**src/rtl/acc_pkg.sv**
```systemverilog
// Shared types and the widen/add/clamp helper for the multi-channel accumulator.
package acc_pkg;

  typedef enum logic {
    IDLE  = 1'b0,
    FLUSH = 1'b1
  } state_t;

  // Working width for sat_add; operands arrive sign-extended to this width,
  // which leaves headroom well beyond SUM_W+1 for any legal SUM_W.
  localparam int SAT_W = 64;

  // Returns {value, ovf}. value is the stored SUM_W-bit result, sign-extended
  // to SAT_W bits; ovf flags a true sum outside the signed sum_w-bit range.
  function automatic logic [SAT_W:0] sat_add(
    input logic signed [SAT_W-1:0] acc,
    input logic signed [SAT_W-1:0] x,
    input logic                    clr,
    input logic                    sat_en,
    input int unsigned             sum_w
  );
    logic signed [SAT_W-1:0] r;
    logic signed [SAT_W-1:0] maxv;
    logic signed [SAT_W-1:0] minv;
    logic signed [SAT_W-1:0] val;
    logic                    ovf;
    r    = clr ? x : acc + x;
    maxv = (SAT_W'(1) <<< (sum_w - 1)) - SAT_W'(1);
    minv = -maxv - SAT_W'(1);
    ovf  = (r > maxv) || (r < minv);
    if (!ovf) begin
      val = r;
    end else if (sat_en) begin
      val = r[SAT_W-1] ? minv : maxv;
    end else begin
      // keep the low sum_w bits, re-extended from bit sum_w-1
      val = (r <<< (SAT_W - sum_w)) >>> (SAT_W - sum_w);
    end
    return {val, ovf};
  endfunction

endpackage

```
**src/rtl/acc_sat_add.sv**
```systemverilog
// Combinational widen/add/clamp of one sample into one channel sum.
module acc_sat_add
  import acc_pkg::*;
#(
  parameter int IN_W  = 16,
  parameter int SUM_W = 20
) (
  input  logic [SUM_W-1:0] acc_i,
  input  logic [IN_W-1:0]  data_i,
  input  logic             clr_i,
  input  logic             sat_en_i,
  output logic [SUM_W-1:0] sum_o,
  output logic             ovf_o
);

  if (SUM_W < IN_W) begin : g_bad_sum_w
    $error("acc_sat_add: SUM_W must be >= IN_W");
  end
  if (SUM_W > SAT_W - 2) begin : g_bad_sat_w
    $error("acc_sat_add: SUM_W exceeds sat_add working width");
  end

  logic [SAT_W:0] res;

  // Sign-extend both operands and evaluate the helper.
  always_comb begin
    res = sat_add(SAT_W'(signed'(acc_i)), SAT_W'(signed'(data_i)),
                  clr_i, sat_en_i, SUM_W);
  end

  assign sum_o = SUM_W'(res >> 1);
  assign ovf_o = res[0];

endmodule

```
**src/rtl/acc_multi.sv**
```systemverilog
// Multi-channel signed accumulator with wrap/saturate, sticky overflow flags,
// per-channel clear-and-load and a flush sequence that dumps and clears all sums.
module acc_multi
  import acc_pkg::*;
#(
  parameter int IN_W  = 16,
  parameter int SUM_W = 20,
  parameter int NCH   = 4,
  parameter int CH_W  = $clog2(NCH)
) (
  input  logic             clk,
  input  logic             rst,
  input  logic             in_valid,
  output logic             in_ready,
  input  logic [IN_W-1:0]  in_data,
  input  logic [CH_W-1:0]  in_ch,
  input  logic             in_clr,
  input  logic             sat_en,
  input  logic             flush_req,
  output logic             out_valid,
  input  logic             out_ready,
  output logic [SUM_W-1:0] out_sum,
  output logic [CH_W-1:0]  out_ch,
  output logic             out_ovf,
  output logic             out_flush,
  output logic             busy,
  output logic             err
);

  if (SUM_W < IN_W) begin : g_bad_sum_w
    $error("acc_multi: SUM_W must be >= IN_W");
  end
  if (NCH < 2) begin : g_bad_nch
    $error("acc_multi: NCH must be >= 2");
  end

  state_t            state_q, state_d;
  logic [CH_W-1:0]   flush_idx_q, flush_idx_d;
  logic              last_sent_q, last_sent_d;
  logic [SUM_W-1:0]  acc_q [NCH];
  logic [SUM_W-1:0]  acc_d [NCH];
  logic              ovf_q [NCH];
  logic              ovf_d [NCH];
  logic              out_valid_q, out_valid_d;
  logic [SUM_W-1:0]  out_sum_q, out_sum_d;
  logic [CH_W-1:0]   out_ch_q, out_ch_d;
  logic              out_ovf_q, out_ovf_d;
  logic              out_flush_q, out_flush_d;
  logic              err_q, err_d;

  logic              slot_free;
  logic              accept;
  logic              ch_ok;
  logic [CH_W-1:0]   ch_idx;
  logic [SUM_W-1:0]  add_sum;
  logic              add_ovf;
  logic              new_ovf;

  assign slot_free = !out_valid_q || out_ready;
  assign in_ready  = (state_q == IDLE) && slot_free;
  assign accept    = in_valid && in_ready;
  assign ch_ok     = {1'b0, in_ch} < (CH_W+1)'(NCH);
  assign ch_idx    = ch_ok ? in_ch : '0;
  assign new_ovf   = (in_clr ? 1'b0 : ovf_q[ch_idx]) | add_ovf;

  acc_sat_add #(
    .IN_W  (IN_W),
    .SUM_W (SUM_W)
  ) u_add (
    .acc_i    (acc_q[ch_idx]),
    .data_i   (in_data),
    .clr_i    (in_clr),
    .sat_en_i (sat_en),
    .sum_o    (add_sum),
    .ovf_o    (add_ovf)
  );

  // State, channel storage and output register update.
  always_ff @(posedge clk) begin
    if (rst) begin
      state_q     <= IDLE;
      flush_idx_q <= '0;
      last_sent_q <= 1'b0;
      acc_q       <= '{default: '0};
      ovf_q       <= '{default: 1'b0};
      out_valid_q <= 1'b0;
      out_sum_q   <= '0;
      out_ch_q    <= '0;
      out_ovf_q   <= 1'b0;
      out_flush_q <= 1'b0;
      err_q       <= 1'b0;
    end else begin
      state_q     <= state_d;
      flush_idx_q <= flush_idx_d;
      last_sent_q <= last_sent_d;
      acc_q       <= acc_d;
      ovf_q       <= ovf_d;
      out_valid_q <= out_valid_d;
      out_sum_q   <= out_sum_d;
      out_ch_q    <= out_ch_d;
      out_ovf_q   <= out_ovf_d;
      out_flush_q <= out_flush_d;
      err_q       <= err_d;
    end
  end

  // Next-state: beat updates in IDLE, channel-by-channel dump in FLUSH.
  always_comb begin
    state_d     = state_q;
    flush_idx_d = flush_idx_q;
    last_sent_d = last_sent_q;
    acc_d       = acc_q;
    ovf_d       = ovf_q;
    out_valid_d = out_valid_q;
    out_sum_d   = out_sum_q;
    out_ch_d    = out_ch_q;
    out_ovf_d   = out_ovf_q;
    out_flush_d = out_flush_q;
    err_d       = 1'b0;

    if (out_valid_q && out_ready) begin
      out_valid_d = 1'b0;
    end

    case (state_q)
      IDLE: begin
        if (accept) begin
          if (ch_ok) begin
            acc_d[ch_idx] = add_sum;
            ovf_d[ch_idx] = new_ovf;
            out_valid_d   = 1'b1;
            out_sum_d     = add_sum;
            out_ch_d      = in_ch;
            out_ovf_d     = new_ovf;
            out_flush_d   = 1'b0;
          end else begin
            err_d = 1'b1;
          end
        end
        if (flush_req) begin
          state_d     = FLUSH;
          flush_idx_d = '0;
          last_sent_d = 1'b0;
        end
      end
      FLUSH: begin
        if (!last_sent_q && slot_free) begin
          out_valid_d        = 1'b1;
          out_sum_d          = acc_q[flush_idx_q];
          out_ch_d           = flush_idx_q;
          out_ovf_d          = ovf_q[flush_idx_q];
          out_flush_d        = 1'b1;
          acc_d[flush_idx_q] = '0;
          ovf_d[flush_idx_q] = 1'b0;
          if (flush_idx_q == CH_W'(NCH - 1)) begin
            last_sent_d = 1'b1;
          end else begin
            flush_idx_d = flush_idx_q + 1'b1;
          end
        end else if (last_sent_q && out_valid_q && out_ready) begin
          state_d     = IDLE;
          flush_idx_d = '0;
          last_sent_d = 1'b0;
        end
      end
      default: state_d = IDLE;
    endcase
  end

  assign out_valid = out_valid_q;
  assign out_sum   = out_sum_q;
  assign out_ch    = out_ch_q;
  assign out_ovf   = out_ovf_q;
  assign out_flush = out_flush_q;
  assign busy      = (state_q == FLUSH);
  assign err       = err_q;

endmodule

```
**config.mk**
```make
export PLATFORM = sky130hd
export DESIGN_NAME = acc_multi
export DESIGN_NICKNAME = d
export VERILOG_FILES = /design/src/rtl/acc_pkg.sv /design/src/rtl/acc_sat_add.sv /design/src/rtl/acc_multi.sv
export SDC_FILE = /design/constraint.sdc
export NUM_CORES = 1
export LEC_CHECK = 0
export CORE_ASPECT_RATIO = 0.8
export CORE_MARGIN = 5
export CORE_UTILIZATION = 40
export CTS_BUF_LIST = sky130_fd_sc_hd__clkbuf_2
export DETAILED_ROUTE_END_ITERATION = 10
export GPL_TIMING_DRIVEN = 0
export SLEW_MARGIN = 20
export SYNTH_ARGS = -nofsm -noshare
export SYNTH_HDL_FRONTEND = slang
export SYNTH_SLANG_ARGS = --single-unit
```
**constraint.sdc**
```tcl
create_clock -name clk -period 13.8 [get_ports clk]
set_clock_uncertainty 0.1 [all_clocks]
set_input_delay 1.38 -clock clk [delete_from_list [all_inputs] [get_ports clk]]
set_output_delay 1.38 -clock clk [all_outputs]
set_load 0.05 [all_outputs]
```
==> results of run 1 <==
[layer usage]
metal / vias up / wire (um) / part of all wire
met4: 0 / 336 / 0.015
met1: 3021 / 9800 / 0.44
li1: 2838 / - / -
met5: - / 0 / 0
met2: 343 / 9960 / 0.45
met3: 37 / 2280 / 0.10
[cell type report]
| class | count | area (sq um) |
|---|---|---|
| well taps | 215 | 269 |
| fillers | 1533 | 8220 |
| flip-flops and latches | 113 | 2260 |
| plain buffers | 47 | 188 |
| inverters | 9 | 33.8 |
| clock buffers | 17 | 85.1 |
| diodes | 1 | 2.50 |
| multi-input cells | 548 | 4030 |
| clock inverters | 15 | 251 |
| repair buffers | 51 | 510 |
[power breakdown]
group	switching [uW]	total [uW]	internal [uW]
combinational	130	199	69.0
clock	147	305	157
sequential	11.1	354	343
[flip-flops by register name (all words and copies together) (netlist names)]
name,cells
last_sent_q,1
busy,1
out_flush,1
out_sum,20
out_ch,2
out_valid,1
flush_idx_q,2
out_ovf,1
ovf_q,4
acc_q,80
[placed cells by master, fill, tap and decap left out, types with 24 or more instances in the layout]
cell type,n
a21oi_1,43
a22o_1,25
clkbuf_1,35
clkdlybuf4s50_1,51
dfxtp_1,113
ha_1,24
mux4_2,42
nand2_1,103
nor2_1,50
o21ai_0,66
[per-stage QoR]
stage / cells / util
floorplan: 717 / -
global placement: 983 / 0.459
detailed placement: 983 / 0.460
CTS: 1015 / 0.481
global route: 1016 / 0.481
finish: 1016 / 0.481
[cell families (layout without fill, tap and decap cells)]
group                    Yosys count  after routing  share of synthesized area
buffers and inverters             56            139                     0.0341
XOR/XNOR                           9              9                     0.0121
AND/OR/NAND/NOR                  229            229                      0.162
adder cells (fa/ha/maj)           25             25                     0.0493
multiplexers                      47             47                      0.154
flip-flops                       113            113                      0.348
AO/OA/AOI/OAI                    237            237                      0.240
other                              1              2                   0.000577
[worst paths after layout]
path	startpoint	end	slack (ns)	depth (start not counted)
worst max-delay path	in_ch[0]	acc_q[36]	7.11	14
worst min register to register	acc_q[24]	acc_q[24]	0.37	2
worst max register to register	acc_q[0]	acc_q[36]	9.17	12
worst min-delay path	acc_q[24]	acc_q[24]	0.37	2
[worst max-delay path, cell delays in order]
cell	delay, ns
clkdlybuf4s50_1	0.60
buf_1	0.45
buf_1	0.80
mux4_2	0.65
fa_1	0.45
a21o_1	0.21
a221oi_2	0.51
o211a_1	0.37
o21ai_1	0.12
a21oi_1	0.47
nor3_4	0.16
nand3_1	0.30
clkbuf_1	0.61
o21ai_1	0.12
==> metrics.md, run 1 <==
| Metric | Value |
|---|---|
| DP Area | 0.00729 sq mm |
| Post-CTS sizing | 0 |
| Type of the worst min-delay path | flop to flop |
| Most frequent cells after synthesis | dfxtp_1, nand2_1, o21ai_0 |
| Post-route cell area | 0.00763 sq mm |
| GRT Util Overall | 0.235 |
| I/O pin count | 53 |
| Placement Setup Slack | 6.41 ns |
| Routed WL per cell | 22.0 um |
| Die H | 124 um |
| Core Rows | 41 |
| Global Route met1 Usage | 0.327 |
| Final worst path period share | 0.485 |
| Most used flip-flop cell after synthesis | dfxtp_1 |
| WP data required | 14.31 ns |
| Fin worst setup slack | 7.11 ns |
| Tot Pwr | 858 uW |
| CTS tree | built |
| Synth async-reset ratio | 0 |
| Layout area overhead | 17.3% |
| CP max FO | 10 |
| Sink Count | 113 |
| Final setup TNS | 0 ns |
| Sequential element share of the synthesized area | 0.348 |
| Maximum VDD drop | 0.0000785 V |
| First-pass GRT wire length | 34.1 mm |
| CP Launch Type | primary input |
| Die area | 0.0189 sq mm |
| P_leak | 0.00283 uW |
| Critical path arrival | 7.21 ns |
| Gr ovfl total | 0 |
| Fraction of layout cells with a size suffix above 1 | 0.123 |
| Synth Cell Area | 0.00650 sq mm |
| EDFF count, synth | 0 |
| Grt peak-use layer | met2 |
| Final Hold Violating Endpoints | 0 |
| Pwr/cell area | 113 mW/mm^2 |
| Dpl hpwl | 16.4 mm |
| Finish-stage setup viols | 0 |
| Synthesized Nets | 767 |
| WHS | 0.369 ns |
| Synth top area cells | dfxtp_1, mux4_2, nand2_1 |
| CTS buffer count | 17 |
| Port Buf Inserts | 51 |
| Initial Utilization | 0.410 |
| Postcts setup bufs | 0 |
| Clk buf depth | 2 |
| # DRC | 0 |
| Crit path capture type | flop |
| Initial DRC count | 579 |
| Ys Warns | 0 |
| Routed vias/inst | 6.14 |
| F_max | 149 MHz |
| GPL Wtd Cong | 0.928 |
| Final slew viol count | 0 |
| Synth Area per Inst | 9.07 sq um |
| Cells after Synth | 717 |
| Top-count cell post-synth | dfxtp_1 |
| Max-Slew Margin vs Limit | 0.275 |
| Nets@finish | 837 |
| Yosys cell types | 62 |
| Clock transition at the registers of the reported paths | 0.19 ns |
| #FFs+latches synth | 113 |
| H-tree depth | 4 |
| Synth top area share | 0.348 |
| Status | finished clean |
| Pin count of the biggest net entering global routing | 17 |
| Vias | 6239 |
| Met3 Use GR | 0.0688 |
| Total routed wirelength | 22.4 mm |
| RSZ-0062 raised after global routing | no |
| Routed Antenna Nets | 0 |
| Minimum clock period | 6.69 ns |
| Max-Cap Viols | 0 |
| CTS root buf | clkbuf_2 |
| Die width | 153 um |
| Pre-antenna DRT Iters | 5 |
| Clk Latency, worst-skew pair | 0.74 ns |
| Number of global-route vias before repair | 5933 |
| Cts hold-fix bufs | 0 |
| Crit Path Category | primary input to flop |
| Worst slew pin tran | 1.09 ns |
| Met2 Use GR | 0.360 |
| Top cell type by total area after synthesis | dfxtp_1 |
| Core ar. | 0.0159 sq mm |
| Initial antenna violation count | 1 |
(Power assumes the default switching activity.)
==> inputs of run 2 (changes only) <==
clock period = 5.6 ns   (was 13.8 ns; I/O delays follow)
==> run 2 against run 1 <==
  * Hold slack lost 0.028 ns
  * Critical path depth stayed put
  * First-iteration DRC count shrank 3.1%
  * Core utilization hardly changed
  * Sequential share of layout area is essentially flat
  * Critical path type unchanged
  * Sequential power is 150% higher
  * Combinational power grew 150%
  * Largest cell class unchanged
  * Largest power group unchanged
  * Final area barely moved
  * Power increased by 150%
==> metrics.md, run 2 (synthesis gave the netlist of run 1 again) <==
| Metric | Value |
|---|---|
| Flop pwr share | 0.413 (about the same) |
| Routed vias/inst | 6.14 (about the same) |
| I/O pin count | 53 (unchanged) |
| Critical Path, Cell by Cell | clkdlybuf4s50_1, buf_1, clkbuf_4, mux4_2, fa_1, a21o_1, a221oi_2, o211a_1, o21ai_1, a21oi_1, nor3_4, nand3_1, clkbuf_1, o21ai_1 |
| Clk Latency, worst-skew pair | 0.74 ns (about the same) |
| RSZ-0062 raised after global routing | no |
| Sw Pwr | 709 uW (+150%) |
| Port Buf Inserts | 51 (unchanged) |
| CTS tree | built |
| Number of global-route vias before repair | 5929 (-0.067%) |
| Pwr/cell area | 277 mW/mm^2 (+150%) |
| Initial antenna violation count | 1 (unchanged) |
| Type of the worst min-delay path | primary input to flop |
| F_max | 184 MHz |
| Routed WL per cell | 21.9 um (-0.43%) |
| GPL Wtd Cong | 0.928 (unchanged) |
| Routed Antenna Nets | 0 (unchanged) |
| Status | finished clean |
| Minimum clock period | 5.43 ns |
| Final slew viol count | 0 (unchanged) |
| Max reg flops | 80 (unchanged) |
| Most flops, register | acc_q |
| Clock Power Share | 0.355 (about the same) |
| Core ar. | 0.0159 sq mm (unchanged) |
| Clk buf depth | 2 (unchanged) |
| Logic pwr share | 0.232 (about the same) |
| Dpl hpwl | 16.4 mm (unchanged) |
| Die area | 0.0189 sq mm (unchanged) |
| Crit path capture type | flop |
| First-pass GRT wire length | 34.0 mm (-0.10%) |
| CP Launch Type | primary input |
| Crit Path Category | primary input to flop |
| Core Rows | 41 (unchanged) |
| Crit path top cell by count | o21ai_1 |
| Critical path arrival | 5.95 ns (-1.26 ns) |
| Maximum VDD drop | 0.000195 V (+150%) |
| Worst slew pin tran | 1.09 ns (-0.000705 ns) |
| Fraction of layout cells with a size suffix above 1 | 0.126 (+0.00375) |
| WHS | 0.341 ns (-0.0280 ns) |
| GRT Util Overall | 0.235 (-0.000377) |
| Die H | 124 um (unchanged) |
| Pin count of the biggest net entering global routing | 17 (unchanged) |
| Die width | 153 um (unchanged) |
| Most frequent cells in the layout | dfxtp_1, nand2_1, o21ai_0, clkdlybuf4s50_1, nor2_1 |
| Initial DRC count | 561 (-3.1%) |
| Finish-stage setup viols | 0 (unchanged) |
| Layout area overhead | 17.4% (about the same) |
| Storage cell area | 0.00226 sq mm (unchanged) |
| Nets@finish | 837 (unchanged) |
| Max-Cap Viols | 0 (unchanged) |
| Vias | 6242 (+0.048%) |
| Clock transition at the registers of the reported paths | 0.19 ns (about the same) |
| Pre-antenna DRT Iters | 7 (+2) |
| Sw frac | 0.336 (-0.000726) |
| Sink Count | 113 (unchanged) |
| H-tree depth | 4 (unchanged) |
| Total routed wirelength | 22.3 mm (-0.43%) |
| # DRC | 0 (unchanged) |
| Critical path's largest stage delay | 0.60 ns (-0.20 ns) |
| P_leak | 0.00284 uW (+0.33%) |
| Tot Pwr | 2110 uW (+150%) |
| CTS root buf | clkbuf_2 |
| CP max FO | 10 (unchanged) |
| Commonest non-fill, non-tap cell in the layout | dfxtp_1 |
| Final worst path period share | 0.970 |
| Final Hold Violating Endpoints | 0 (unchanged) |
| Max-Slew Margin vs Limit | 0.275 (+0.000470) |
| Gr ovfl total | 0 (unchanged) |
| Int Pwr | 1400 uW (+150%) |
| Area of the multi-input gates | 0.00403 sq mm (unchanged) |
| Initial Utilization | 0.410 (unchanged) |
| Fill cells | 1534 (+0.065%) |
| Crit-path slowest cell | clkdlybuf4s50_1 |
| CTS buffer count | 17 (unchanged) |
| WP data required | 6.11 ns (-8.20 ns) |
-- run 2: changes by cell type in the layout (fill, tap and decap cells not counted) --
cell,change
buf_1,-3
clkbuf_2,+2
clkbuf_4,+1
-- run 2: metal layers --
metal / global-route usage / routed length, um / vias to the layer above
met1: 0.325 / 9690 / 3020
met3: 0.0684 / 2350 / 47
li1: - / - / 2846
met5: 0 / 0 / -
met4: 0.0629 / 385 / 0
met2: 0.362 / 9850 / 329
-- run 2: worst paths after layout --
kind | from | cells after the start | slack, ns | to
hold / removal | flush_req | 3 | 0.34 | busy
setup / recovery | in_ch[0] | 14 | 0.17 | acc_q[36]
hold reg to reg | acc_q[24] | 2 | 0.37 | acc_q[24]
setup reg to reg | acc_q[0] | 12 | 0.98 | acc_q[36]
-- run 2: worst max-delay path, delay by kind of cell --
kind	cells	cell delay [ns]
buf+inv	4	2.10
compound gates	6	1.79
mux	1	0.58
fa+ha+maj	1	0.45
simple gates	2	0.45
-- run 2: cell type report --
class                      count  share of cell area
multi-input combinational    548               0.527
sequential                   113               0.296
timing repair buffer          51              0.0669
tap                          215              0.0352
clock inverter                15              0.0329
buffer                        47              0.0254
clock buffer                  17              0.0111
inverter                       9             0.00443
antenna                        1            0.000328
-- run 2: through the flow --
step / std cells / setup TNS [ns] / setup WS, ns / util / cell area, sq um
6_report: 1016 / 0 / 0.169 / 0.482 / 7630
5_1_grt: 1016 / 0 / 0.0850 / 0.482 / 7630
3_5_place_dp: 983 / -69.38 / -0.967 / 0.460 / 7290
2_1_floorplan: 717 / 0 / 0.865 / - / 6500
4_1_cts: 1015 / 0 / 0.0532 / 0.481 / 7630
3_3_place_gp: 983 / -61.14 / -0.842 / 0.459 / 7280
-- run 2: power by group through the flow --
| stage | logic (uW) | clock network (uW) | registers, uW |
|---|---|---|---|
| after floorplan | 251 | 0 | 951 |
| after global placement | 478 | 0 | 887 |
| after detailed placement | 481 | 0 | 889 |
| after CTS | 484 | 753 | 873 |
| after global routing | 522 | 791 | 879 |
| final | 490 | 749 | 873 |
-- run 2: what timing repair did --
| item | 4_1_cts | 5_1_grt |
|---|---|---|
| endpoints found under the setup margin | 40 | 42 |
| resized for setup | 2 | 6 |
| hold buffers | 0 | 0 |
| buffers inserted | 0 | 0 |
